--- src/rtl/instr_prefetch_if.sv ---
// Instruction prefetch bus bundle.
// Groups the memory fetch port (req/addr/ack/rdata), the branch redirect
// inputs and the IF-side queue head (valid/instr/pc_plus4/ready/count).
// master: the prefetch buffer itself; slave: memory, ID and IF side.
interface instr_prefetch_if #(
    parameter int unsigned DEPTH = 4
);
    localparam int unsigned CNT_W = $clog2(DEPTH) + 1;

    logic             mem_req_o;
    logic [31:0]      mem_addr_o;
    logic             mem_ack_i;
    logic [31:0]      mem_rdata_i;
    logic             redirect_i;
    logic [31:0]      redirect_pc_i;
    logic             instr_valid_o;
    logic [31:0]      instr_o;
    logic [31:0]      pc_plus4_o;
    logic             instr_ready_i;
    logic [CNT_W-1:0] count_o;

    modport master (
        output mem_req_o, mem_addr_o, instr_valid_o, instr_o, pc_plus4_o, count_o,
        input  mem_ack_i, mem_rdata_i, redirect_i, redirect_pc_i, instr_ready_i
    );

    modport slave (
        input  mem_req_o, mem_addr_o, instr_valid_o, instr_o, pc_plus4_o, count_o,
        output mem_ack_i, mem_rdata_i, redirect_i, redirect_pc_i, instr_ready_i
    );
endinterface

--- src/rtl/instr_prefetch_buffer.sv ---
// Instruction prefetch buffer.
// Issues sequential word fetches (one outstanding at a time) to instruction
// memory and queues up to DEPTH {instr, pc+4} pairs for the IF stage. A branch
// redirect from ID empties the queue and restarts fetching at the target; a
// request already in flight at that moment is completed and its data dropped.
// Ports:
//   clk  - rising-edge clock
//   rst  - asynchronous reset, active low
//   bus  - instr_prefetch_if.master (memory port, redirect, IF queue head)
module instr_prefetch_buffer #(
    parameter int unsigned DEPTH    = 4,
    parameter logic [31:0] RESET_PC = 32'h0000_0000
) (
    input logic              clk,
    input logic              rst,
    instr_prefetch_if.master bus
);
    localparam int unsigned PTR_W = $clog2(DEPTH);
    localparam int unsigned CNT_W = PTR_W + 1;

    typedef enum logic [1:0] {
        ST_IDLE = 2'd0,
        ST_REQ  = 2'd1,
        ST_DROP = 2'd2
    } state_t;

    state_t           state_r, state_nxt_s;
    logic [31:0]      fetch_pc_r, fetch_pc_nxt_s;
    logic [31:0]      addr_r, addr_nxt_s;
    logic             req_r, req_nxt_s;
    logic [PTR_W-1:0] rd_ptr_r, wr_ptr_r;
    logic [CNT_W-1:0] count_r, count_nxt_s;
    logic [31:0]      instr_mem_r [DEPTH];
    logic [31:0]      pcp4_mem_r  [DEPTH];

    logic             valid_s, pop_s, push_s, flush_s;
    logic             free_after_pop_s, free_after_push_s;
    logic [31:0]      redirect_pc_s;
    logic [CNT_W-1:0] depth_s;

    assign depth_s       = CNT_W'(DEPTH);
    assign redirect_pc_s = bus.redirect_pc_i & 32'hFFFF_FFFC;
    assign flush_s       = bus.redirect_i;
    assign valid_s       = (count_r != {CNT_W{1'b0}});
    // Redirect wins over a pop, so a pop is never applied while flushing.
    assign pop_s         = valid_s & bus.instr_ready_i & ~bus.redirect_i;
    // Space checks use the occupancy after this cycle's pop (and push).
    assign free_after_pop_s  = ((count_r - CNT_W'(pop_s)) < depth_s);
    assign free_after_push_s = ((count_r + CNT_W'(1'b1) - CNT_W'(pop_s)) < depth_s);

    assign bus.mem_req_o     = req_r;
    assign bus.mem_addr_o    = addr_r;
    assign bus.count_o       = count_r;
    assign bus.instr_valid_o = valid_s;
    assign bus.instr_o       = valid_s ? instr_mem_r[rd_ptr_r] : 32'h0000_0000;
    assign bus.pc_plus4_o    = valid_s ? pcp4_mem_r[rd_ptr_r]  : 32'h0000_0000;

    // Fetch FSM next state, next fetch address and next request outputs
    always_comb begin
        state_nxt_s    = state_r;
        fetch_pc_nxt_s = fetch_pc_r;
        req_nxt_s      = req_r;
        addr_nxt_s     = addr_r;
        push_s         = 1'b0;
        case (state_r)
            ST_IDLE: begin
                if (bus.redirect_i) begin
                    state_nxt_s    = ST_REQ;
                    fetch_pc_nxt_s = redirect_pc_s;
                    req_nxt_s      = 1'b1;
                    addr_nxt_s     = redirect_pc_s;
                end else if (free_after_pop_s) begin
                    state_nxt_s = ST_REQ;
                    req_nxt_s   = 1'b1;
                    addr_nxt_s  = fetch_pc_r;
                end else begin
                    req_nxt_s = 1'b0;
                end
            end
            ST_REQ: begin
                if (bus.mem_ack_i && bus.redirect_i) begin
                    // Data for the old stream arrives with the redirect: drop it.
                    fetch_pc_nxt_s = redirect_pc_s;
                    req_nxt_s      = 1'b1;
                    addr_nxt_s     = redirect_pc_s;
                end else if (bus.mem_ack_i) begin
                    push_s         = 1'b1;
                    fetch_pc_nxt_s = fetch_pc_r + 32'd4;
                    addr_nxt_s     = fetch_pc_r + 32'd4;
                    if (free_after_push_s) begin
                        req_nxt_s = 1'b1;
                    end else begin
                        state_nxt_s = ST_IDLE;
                        req_nxt_s   = 1'b0;
                    end
                end else if (bus.redirect_i) begin
                    // Memory still owes an answer; keep the request up and discard it later.
                    state_nxt_s    = ST_DROP;
                    fetch_pc_nxt_s = redirect_pc_s;
                end else begin
                    req_nxt_s = 1'b1;
                end
            end
            ST_DROP: begin
                if (bus.mem_ack_i) begin
                    state_nxt_s    = ST_REQ;
                    fetch_pc_nxt_s = bus.redirect_i ? redirect_pc_s : fetch_pc_r;
                    req_nxt_s      = 1'b1;
                    addr_nxt_s     = bus.redirect_i ? redirect_pc_s : fetch_pc_r;
                end else if (bus.redirect_i) begin
                    fetch_pc_nxt_s = redirect_pc_s;
                end else begin
                    req_nxt_s = 1'b1;
                end
            end
            default: begin
                state_nxt_s = ST_IDLE;
                req_nxt_s   = 1'b0;
            end
        endcase
    end

    // Queue occupancy after this cycle's push, pop or flush
    always_comb begin
        if (flush_s) begin
            count_nxt_s = {CNT_W{1'b0}};
        end else begin
            count_nxt_s = count_r + CNT_W'(push_s) - CNT_W'(pop_s);
        end
    end

    // Fetch FSM state, fetch address and registered memory request
    always_ff @(posedge clk or negedge rst) begin
        if (!rst) begin
            state_r    <= ST_IDLE;
            fetch_pc_r <= RESET_PC;
            req_r      <= 1'b0;
            addr_r     <= RESET_PC;
        end else begin
            state_r    <= state_nxt_s;
            fetch_pc_r <= fetch_pc_nxt_s;
            req_r      <= req_nxt_s;
            addr_r     <= addr_nxt_s;
        end
    end

    // Queue storage, read/write pointers and occupancy register
    always_ff @(posedge clk or negedge rst) begin
        if (!rst) begin
            rd_ptr_r <= {PTR_W{1'b0}};
            wr_ptr_r <= {PTR_W{1'b0}};
            count_r  <= {CNT_W{1'b0}};
            for (int i = 0; i < int'(DEPTH); i++) begin
                instr_mem_r[i] <= 32'h0000_0000;
                pcp4_mem_r[i]  <= 32'h0000_0000;
            end
        end else begin
            count_r <= count_nxt_s;
            if (flush_s) begin
                rd_ptr_r <= {PTR_W{1'b0}};
                wr_ptr_r <= {PTR_W{1'b0}};
            end else begin
                if (push_s) begin
                    instr_mem_r[wr_ptr_r] <= bus.mem_rdata_i;
                    pcp4_mem_r[wr_ptr_r]  <= fetch_pc_r + 32'd4;
                    wr_ptr_r              <= wr_ptr_r + PTR_W'(1'b1);
                end
                if (pop_s) begin
                    rd_ptr_r <= rd_ptr_r + PTR_W'(1'b1);
                end
            end
        end
    end
endmodule

--- src/flat_wrapper.sv ---
// flat-port wrapper written by rule: the top's interface ports become plain ports
module instr_prefetch_buffer_flat 
#(
    parameter int unsigned DEPTH    = 4,
    parameter logic [31:0] RESET_PC = 32'h0000_0000
)
  (clk, rst, bus_mem_req_o, bus_mem_addr_o, bus_instr_valid_o, bus_instr_o, bus_pc_plus4_o, bus_count_o, bus_mem_ack_i, bus_mem_rdata_i, bus_redirect_i, bus_redirect_pc_i, bus_instr_ready_i);
  instr_prefetch_if #(.DEPTH(DEPTH)) bus_i ();
  input logic clk;
  input logic rst;
  output wire logic [$bits(bus_i.mem_req_o)-1:0] bus_mem_req_o;
  output wire logic [$bits(bus_i.mem_addr_o)-1:0] bus_mem_addr_o;
  output wire logic [$bits(bus_i.instr_valid_o)-1:0] bus_instr_valid_o;
  output wire logic [$bits(bus_i.instr_o)-1:0] bus_instr_o;
  output wire logic [$bits(bus_i.pc_plus4_o)-1:0] bus_pc_plus4_o;
  output wire logic [$bits(bus_i.count_o)-1:0] bus_count_o;
  input wire logic [$bits(bus_i.mem_ack_i)-1:0] bus_mem_ack_i;
  input wire logic [$bits(bus_i.mem_rdata_i)-1:0] bus_mem_rdata_i;
  input wire logic [$bits(bus_i.redirect_i)-1:0] bus_redirect_i;
  input wire logic [$bits(bus_i.redirect_pc_i)-1:0] bus_redirect_pc_i;
  input wire logic [$bits(bus_i.instr_ready_i)-1:0] bus_instr_ready_i;
  assign bus_mem_req_o = bus_i.mem_req_o;
  assign bus_mem_addr_o = bus_i.mem_addr_o;
  assign bus_instr_valid_o = bus_i.instr_valid_o;
  assign bus_instr_o = bus_i.instr_o;
  assign bus_pc_plus4_o = bus_i.pc_plus4_o;
  assign bus_count_o = bus_i.count_o;
  assign bus_i.mem_ack_i = bus_mem_ack_i;
  assign bus_i.mem_rdata_i = bus_mem_rdata_i;
  assign bus_i.redirect_i = bus_redirect_i;
  assign bus_i.redirect_pc_i = bus_redirect_pc_i;
  assign bus_i.instr_ready_i = bus_instr_ready_i;
  instr_prefetch_buffer #(.DEPTH(DEPTH), .RESET_PC(RESET_PC)) u_core (.clk(clk), .rst(rst), .bus(bus_i));
endmodule
--- config.mk ---
export PLATFORM = sky130hd
export DESIGN_NAME = instr_prefetch_buffer_flat
export DESIGN_NICKNAME = d
export VERILOG_FILES = /design/src/rtl/instr_prefetch_if.sv /design/src/rtl/instr_prefetch_buffer.sv /design/src/flat_wrapper.sv
export SDC_FILE = /design/constraint.sdc
export NUM_CORES = 1
export LEC_CHECK = 0
export BUFFER_PORTS_ARGS = -buffer_cell sky130_fd_sc_hd__buf_2
export CAP_MARGIN = 30
export CORE_MARGIN = 3
export CORE_UTILIZATION = 48
export CTS_CLUSTER_DIAMETER = 200
export DETAILED_ROUTE_END_ITERATION = 10
export PLACE_DENSITY = 0.7
export SLEW_MARGIN = 0
export SYNTH_ARGS = -nofsm -noshare
export SYNTH_HDL_FRONTEND = slang
export SYNTH_SLANG_ARGS = --single-unit
--- constraint.sdc ---
create_clock -name clk -period 2.7 [get_ports clk]
set_clock_uncertainty 0.05 [all_clocks]
set_input_delay 0 -clock clk [delete_from_list [all_inputs] [get_ports clk]]
set_output_delay 0 -clock clk [all_outputs]
set_load 0.02 [all_outputs]
### Yosys cells after proc, flatten, opt, wreduce, memory -nomap -nowiden

Index checks and enable logic that the tools add are counted.

| word-level totals | value |
|---|---|
| flip-flop bits (word level) | 330 |
| bits in latches | 0 |
| RAM bits | 0 |
| bits in read-only memories | 0 |
| bits of input ports | 69 |
| output and inout port bits | 101 |
| word-level logic and storage cells | 99 |
| memories kept | 0 |

| operators by class | value |
|---|---|
| add/subtract/negate cells | 8 |
| multipliers | 0 |
| div/mod/pow operators | 0 |
| magnitude comparators | 5 |
| eq/ne operators | 8 |
| shifts and indexed selects | 0 |
| multiplexer cells | 46 |
| bitwise operators | 5 |
| reduce and logical (&&, ||, !) cells | 12 |

Operator list:

| cell | number |
|---|---|
| 2-to-1 mux 32 bit | 15 |
| bitwise mux 128 bit | 2 |
| binary-select mux 32 bit (select 2 bit) | 2 |
| one-hot mux 32 bit (3 select lines) | 1 |
| demux 32 bit (select 2 bit) | 1 |
| one-hot mux 32 bit (2 select lines) | 1 |
| adder 32 x 3 -> 32 bit (second input constant) | 1 |
| 2-to-1 mux 2 bit | 11 |
| 2-to-1 mux 1 bit | 10 |
| subtractor 3 x 1 -> 3 bit | 3 |
| >= comparator 3 bit (second input constant) | 2 |
| less-than comparator 3 bit (second input constant) | 2 |
| != test 3 x 2 -> 1 bit (second input constant) | 2 |
| != test 3 bit (second input constant) | 2 |
| inverter 2 -> 3 bit | 2 |
| one-hot mux 2 bit (3 select lines) | 1 |
| nonzero test 2 bit | 3 |
| nonzero test 3 bit | 2 |
| AND reduction 5 bit | 1 |
| adder 2 x 1 -> 2 bit (second input constant) | 2 |
| != test 2 bit (second input constant) | 2 |
| AND reduction 4 bit | 1 |
| adder 3 x 1 -> 3 bit | 1 |
| adder 3 x 1 -> 3 bit (second input constant) | 1 |
| other kinds (11) | 13 |

### Longest topological paths before layout

Gate-level depths: netlist of run 1.

| logic depth | value |
|---|---|
| depth after elaboration | 9 |
| depth in mapped cells | 12 |

### Worst setup path before layout of run 1

OpenSTA, ideal clock, no wires.

| timing | value |
|---|---|
| path kind | register to register |
| start point | register u_core.count_r[1] (netlist: u_core.bus.count_o[1]) |
| end point | register u_core.addr_r[17] (netlist: u_core.bus.mem_addr_o[17]) |
| setup time | 104 ps |
| arrival | 2,791 ps |
| required time | 2,546 ps |
| slack | -245 ps |
| cell stages (with the launch flop) | 13 |
| path buffers | 2 |
| period minus slack after synthesis | 2,945 ps |
| path through | dfrtp_1 -> or3_1 -> clkbuf_1 -> nand3_1 -> inv_1 -> ha_1 -> ha_1 -> xnor2_1 -> nor3_2 -> o31ai_4 -> buf_2 -> nor2_1 -> a221oi_1 |

| between the ends | value |
|---|---|
| word-level cells in the longest chain between the ends | 7 |

Ends and longest elaborated chain:

| item | line | source |
|---|---|---|
| from (decl) | instr_prefetch_buffer.sv:32 | `logic [CNT_W-1:0] count_r, count_nxt_s;` |
| from (signal assigned) | instr_prefetch_buffer.sv:152 | `count_r <= {CNT_W{1'b0}};` |
| from (signal assigned) | instr_prefetch_buffer.sv:158 | `count_r <= count_nxt_s;` |
| nonzero test 3 bit | instr_prefetch_buffer.sv:44 | `assign valid_s = (count_r != {CNT_W{1'b0}});` |
| AND 1 bit (2 in series) | instr_prefetch_buffer.sv:46 | `assign pop_s = valid_s & bus.instr_ready_i & ~bus.redirect_i;` |
| subtractor 3 x 1 -> 3 bit * | instr_prefetch_buffer.sv:48 | `assign free_after_pop_s = ((count_r - CNT_W'(pop_s)) < depth_s);` |
| less-than comparator 3 bit * | instr_prefetch_buffer.sv:48 |  |
| != test 3 x 2 -> 1 bit (no line) * | n/a |  |
| AND reduction 4 bit (no line) * | n/a |  |
| to (signal assigned) | instr_prefetch_buffer.sv:143 | `addr_r <= addr_nxt_s;` |
| to (decl) | instr_prefetch_buffer.sv:29 | `logic [31:0] addr_r, addr_nxt_s;` |

Mark *: on every way between the ends. The rest lies on a longest branch, timed or not.
A chain may end at the register's enable or synchronous reset.

### Worst setup path in the final report of run 1

| timing | value |
|---|---|
| start point | register u_core.count_r[2] (netlist: u_core.bus.count_o[2]) |
| end point | register u_core.addr_r[18] (netlist: u_core.bus.mem_addr_o[18]) |

Same word-level chain as after synthesis.

==> results_dict.tcl, run 1 <==
set metrics [dict create \
    period_needed_ns 2.60 \
    cp-startpoint "u_core.bus.count_o[2]" \
    hold_viol 0 \
    grt_pass1_vias 12291 \
    grt_usage_pct 23.4 \
    cp-endpoint "u_core.bus.mem_addr_o[18]" \
    layout_common_cells "dfrtp_1 (326), buf_2 (166), mux2_2 (139)" \
    max-clock-path-buffers 3 \
    ir_drop_uv 642 \
    fmax_mhz 385 \
    design_area_mm2 0.0198 \
    cp.arrival_ns 2.95 \
    dieArea_mm2 0.0363 \
    rows 66 \
    vias_per_cell 5.81 \
    gp_congestion 0.889 \
    drc 0 \
    rr_startpoint "u_core.bus.count_o[2]" \
    syn_area_mm2 0.0163 \
    place_hpwl_mm 27.3 \
    placed_area_mm2 0.0178 \
    ys_seq_area_share_pct 50.5 \
    async_flop_share_pct 100 \
    synth_area_leader_cell "dfrtp_1" \
    cts_buffers 37 \
    grt_max_degree 77 \
    grt_first_pass_wirelength_mm 67.8 \
    setup_viol 0 \
    postSynthAreaPerCell_um2 11.6 \
    path_clk_slew_ns 0.06 \
    fin_hold_ws_ns 0.0142 \
    coreArea_mm2 0.0330 \
    reg2reg_slack_ns 0.10 \
    maxCapViolCount 0 \
    synth-edff-count 0 \
    slew_headroom_pct 51.5 \
    dr_total_vias 12172 \
    reg2regPathDepth 11 \
    drive_gt1_share_pct 32.2 \
    syn_inst 1414 \
    ys.warnings.count 0 \
    routedWlPerCell_um 20.2 \
    startpoint_type "register" \
    ys.flop_type "dfrtp_1" \
    rsz0062_at_grt "no" \
    critical_path_class "register to register" \
    grt-ovfl-total 0 \
    numPlacedInstances 1965 \
    cts.sinks 330 \
    p_leak_nw 8.79 \
    syn2layout_area_growth_pct 20.9 \
    start_util_pct 49.5 \
    synthTopCellsByArea "dfrtp_1 (51%), mux2_2 (9.6%), mux4_2 (8.8%)" \
    port_buffers 167 \
    r2r-end "u_core.bus.mem_addr_o[18]" \
    outcome "finished clean" \
    power_density_mw_per_mm2 1150 \
    layout.nets 1710 \
    hold_class "primary input to async pin" \
    antenna_cells 0 \
    cts_tree "yes" \
    cp-end-kind "register" \
    clkLatencyLatePin_ns 0.51 \
    synth.top_cell.area_share_pct 50.5 \
    drv_slew 0 \
    dr.pass1.iters 5 \
    tightest_slew_ns 0.727 \
    yosys.cell_types.count 79 \
    fin_total_pwr_mw 22.7 \
    synth-seq-cells 330 \
    worstPathRequired_ns 3.05 \
    wirelength_mm 42.4 \
    io_pins 170 \
    drt_iter0_drc 938 \
    ctsRootBufferMaster "clkbuf_16" \
    cp_max_fo 8 \
    stdcell_count 2096 \
    antenna_found_initial 0 \
    synth.net_count 1493 \
    dieHeight_um 190 \
    drtAntennaViolNets 0 \
    h-tree-depth 2 \
    period_share_pct 96.2 \
    final_common_cell "dfrtp_1" \
    fp.dieW_um 190 \
]
## report_power, final
part | total, mW | switching, mW | internal [mW]
logic | 9.37 | 5.08 | 4.29
registers | 8.27 | 1.41 | 6.85
clock network | 5.08 | 1.98 | 3.10
## how the worst min path moves through the flow
stage / start / end / slack, ns
after CTS: rst / u_core.instr_mem_r[37] / 0.03
after floorplan: rst / u_core.bus.count_o[0] / -0.35
final: rst / u_core.instr_mem_r[37] / 0.01
after detailed placement: rst / u_core.instr_mem_r[37] / -0.02
after global placement: rst / u_core.instr_mem_r[101] / -0.02
after global routing: rst / u_core.instr_mem_r[37] / 0.08
## cells in the mapped netlist (10+ instances only)
library cell and instances:
a21oi_1 75, a221oi_1 23, and2_1 68, buf_1 10, buf_2 42, buf_4 12
clkbuf_1 39, dfrtp_1 330, inv_1 11, mux2_2 139, mux2i_1 22, mux4_2 64
nand2_1 109, nand3_1 14, nor2_1 131, nor2b_1 11, nor3_1 10, o21ai_0 118
xnor2_1 18, xor2_1 11
## cells by family (layout without fill, tap and decap cells)
| logic type | after synthesis | after routing | share of synthesized area [%] |
|---|---|---|---|
| and+or+nand+nor | 401 | 401 | 12.4 |
| DFF | 330 | 330 | 50.5 |
| AOI/OAI and AO/OA | 292 | 292 | 11.0 |
| muxes | 226 | 226 | 19.8 |
| buffers and inverters | 123 | 363 | 3.62 |
| xor gates and xnor gates | 32 | 32 | 1.85 |
| adders and majority gates | 10 | 10 | 0.812 |
## state kept, by name (all words and copies together) (netlist names)
signal and cells:
u_core.bus.count_o 3, u_core.bus.mem_addr_o 32, u_core.bus.mem_req_o 1, u_core.fetch_pc_r 32, u_core.instr_mem_r 128, u_core.pcp4_mem_r 128, u_core.rd_ptr_r 2, u_core.state_r 2
u_core.wr_ptr_r 2
## per-stage QoR
step	setup WS, ns	TNS, ns	utilization, %
global route	0.00500	0	59.8
detailed placement	0.0204	0	53.9
finish	0.103	0	59.8
floorplan	-0.0324	-0.255	-
CTS	0.0459	0	59.7
global placement	0.0510	0	53.9
## critical path, cell delays in order (launching register included)
cell	delay, ns
dfrtp_2	0.40
or3_4	0.39
nand3_2	0.10
inv_2	0.05
ha_4	0.17
ha_4	0.16
xnor2_2	0.15
nor3_4	0.29
o31a_1	0.23
buf_4	0.20
nor2_1	0.06
a32o_1	0.25
## final cells by class
class	count	area, µm²
Clock inverter	17	223
Multi-Input combinational cell	961	7590
Inverter	14	52.6
Fill cell	2683	13300
Clock buffer	45	996
Tap cell	442	553
Timing Repair Buffer	287	2080
Sequential cell	330	8270
## routing by layer
metal	global-route usage [%]	vias up	routed length, µm
met4	5.64	0	773
met3	3.82	62	2770
met5	0	-	0
met1	32.1	6147	18400
met2	39.4	426	20500
li1	-	5537	-
## timing repair
item / in CTS / in global routing
resized for setup: 1 / 2
buffers inserted: 0 / 2
setup endpoints to repair: 1 / 5
pin swaps: 0 / 3
hold buffers: 66 / 0
hold endpoints to repair: 442 / 0
gates cloned: 0 / 1
Note: power is estimated with default switching activity, not from simulation.
==> run 2: changes to the inputs <==
Settings changed: ABC_AREA set to 1.
==> results_dict.tcl, run 2 <==
set metrics [dict create \
    place_hpwl_mm 29.9 \
    reg_top3 "u_core.instr_mem_r x128, u_core.pcp4_mem_r x128" \
    routedWlPerCell_um 16.7 \
    async_flop_share_pct 100 \
    syn_inst 2215 \
    grt_max_degree 80 \
    grt-ovfl-total 0 \
    layout.nets 2472 \
    period_needed_ns 2.56 \
    h-tree-depth 2 \
    cp_max_fo 46 \
    rr_startpoint "u_core.bus.count_o[2]" \
    placed_area_mm2 0.0179 \
    fp.dieW_um 192 \
    period_share_pct 94.7 \
    violations "hold timing" \
    synth.top_cell.area_share_pct 49.9 \
    io_pins 170 \
    met3_usage_pct 4.09 \
    vias_per_cell 5.40 \
    cpPeakStageDelay_ns 0.61 \
    hold_viol 3 \
    reg2reg_slack_ns 0.24 \
    hold_class "primary input to async pin" \
    ys.flop_type "dfrtp_1" \
    slew_headroom_pct 37.2 \
    synth-edff-count 0 \
    yosysMostFrequentCell "nand2_1" \
    syn2layout_area_growth_pct 19.6 \
    postSynthAreaPerCell_um2 7.48 \
    dieHeight_um 192 \
    tightest_slew_ns 0.942 \
    start_util_pct 49.0 \
    wirelength_mm 47.9 \
    drive_gt1_share_pct 12.6 \
    coreArea_mm2 0.0338 \
    cp-end-kind "output pin" \
    port_buffers 167 \
    use_met1_pct 37.4 \
    stdcell_count 2867 \
    layout_common_cells "nand2_1 (611), dfrtp_1 (328), nor2_1 (305)" \
    final_common_cell "nand2_1" \
    synth-seq-cells 330 \
    use_met2_pct 41.2 \
    outcome "finished, violations left" \
    r2r-end "u_core.bus.mem_addr_o[29]" \
    rows 67 \
    ctsRootBufferMaster "clkbuf_16" \
    setup_viol 0 \
    fmax_mhz 391 \
    synth_commonest_cells "nand2_1 (614), dfrtp_1 (330), nor2_1 (306), o21ai_0 (250), o21ai_1 (190)" \
    cts_tree "yes" \
    numPlacedInstances 2734 \
    cp-startpoint "u_core.rd_ptr_r[0]" \
    setup_slack_ns 0.143 \
    grt-busiest-layer "met2" \
    slowest_stage "dfrtp_4" \
    cts.sinks 330 \
    fillers 3113 \
    dr_total_vias 15469 \
    cp.arrival_ns 2.51 \
    maxCapViolCount 0 \
    reg2regPathDepth 17 \
    design_area_mm2 0.0198 \
    drt_iter0_drc 1453 \
    grt_usage_pct 26.2 \
    path_clk_slew_ns 0.06 \
    cp-endpoint "bus_instr_o[20]" \
    ir_drop_uv 566 \
    postLayoutCoreUtil_pct 58.7 \
    cts_buffers 38 \
    grt_first_pass_wirelength_mm 77.5 \
    dieArea_mm2 0.0368 \
    synth.net_count 2294 \
    drv_slew 0 \
    antenna_found_initial 0 \
    gp_congestion 0.941 \
    max-clock-path-buffers 3 \
    ys_seq_area_share_pct 49.9 \
    clkLatencyLatePin_ns 0.52 \
    grt_pass1_vias 14906 \
    power_density_mw_per_mm2 1160 \
    path_cells "clkinv_2 > buf_6 > o21ai_0 > a21oi_1 > buf_2" \
    antenna_cells 0 \
    yosys.cell_types.count 36 \
    p_leak_nw 9.64 \
    critical_path_class "register to output pin" \
    dr.pass1.iters 6 \
    worstPathRequired_ns 2.65 \
    startpoint_type "register" \
    drtAntennaViolNets 0 \
    synthTopCellsByArea "dfrtp_1 (50%), nand2_1 (14%), o21ai_0 (7.6%)" \
    synth_area_leader_cell "dfrtp_1" \
    syn_area_mm2 0.0166 \
    fin_hold_ws_ns -0.0225 \
    post-place-ws_ns 0.184 \
    drc 0 \
    ys.warnings.count 0 \
]
[run 2: cell count changes in the layout (fill, tap and decap cells not counted), sizes merged, moves of 19 or more]
| cell | before | now |
|---|---|---|
| o21ai | 125 | 440 |
| and2 | 69 | 1 |
| mux4 | 64 | 0 |
| a21oi | 77 | 108 |
| a221oi | 26 | 0 |
| nand2 | 111 | 618 |
| xnor2 | 20 | 1 |
| mux2 | 140 | 0 |
| inv | 12 | 147 |
| mux2i | 22 | 0 |
| nor2 | 132 | 314 |
[run 2: metrics by stage]
stage / power [mW] / TNS [ns]
4_1_cts: 23.0 / 0
3_5_place_dp: 17.7 / 0
5_1_grt: 24.7 / -0.0365
6_report: 23.0 / 0
2_1_floorplan: 14.4 / 0
3_3_place_gp: 17.4 / 0
[run 2: worst min-delay path by stage]
| stage | start | endpoint | slack [ns] |
|---|---|---|---|
| 2_1_floorplan | rst | u_core.bus.count_o[0] | -0.35 |
| 3_3_place_gp | rst | u_core.instr_mem_r[101] | -0.03 |
| 3_5_place_dp | rst | u_core.instr_mem_r[101] | -0.04 |
| 4_1_cts | rst | u_core.instr_mem_r[69] | 0.02 |
| 5_1_grt | rst | u_core.instr_mem_r[101] | 0.03 |
| 6_report | rst | u_core.instr_mem_r[101] | -0.02 |
[run 2: kinds of logic after synthesis]
family | after synthesis | synth area share, %
adder cells (fa/ha/maj) | 10 | 0.801
XOR/XNOR | 9 | 0.567
flip-flops | 330 | 49.9
AO/OA/AOI/OAI | 612 | 19.4
buffers and inverters | 287 | 6.84
AND/OR/NAND/NOR | 967 | 22.5
[run 2: per-layer routing]
layer  part of all wire, %  vias up  wire length [µm]
li1                      -     7513                 -
met1                    45     7310             21400
met2                    45      560             21500
met3                   7.5       86              3610
met4                   2.9        0              1400
met5                     0        -                 0
[run 2: what timing repair did]
item / 4_1_cts / 5_1_grt
endpoints found under the setup margin: 0 / 36
hold buffers: 66 / 0
hold endpoints to repair: 463 / 0
buffers inserted: 0 / 1
gates resized for setup: 0 / 6
[run 2: final cells by class]
cell class | count | area [µm²] | area share (%)
Clock inverter | 13 | 128 | 0.644
Clock buffer | 53 | 1120 | 5.64
Timing Repair Buffer | 276 | 1970 | 9.96
Tap cell | 448 | 561 | 2.83
Inverter | 149 | 561 | 2.83
Sequential cell | 330 | 8260 | 41.7
Multi-Input combinational cell | 1598 | 7210 | 36.4
[run 2: worst max-delay path: cells and delay by family (launching register included)]
kind	cells	cell delay [ns]
compound gates	2	0.38
buf+inv	3	0.96
flops	1	0.61
[run 2: report_power, final]
group	internal, mW	switching (mW)	total [mW]
Combinational	3.16	6.67	9.83
Sequential	6.81	1.20	8.02
Clock	3.08	2.05	5.13
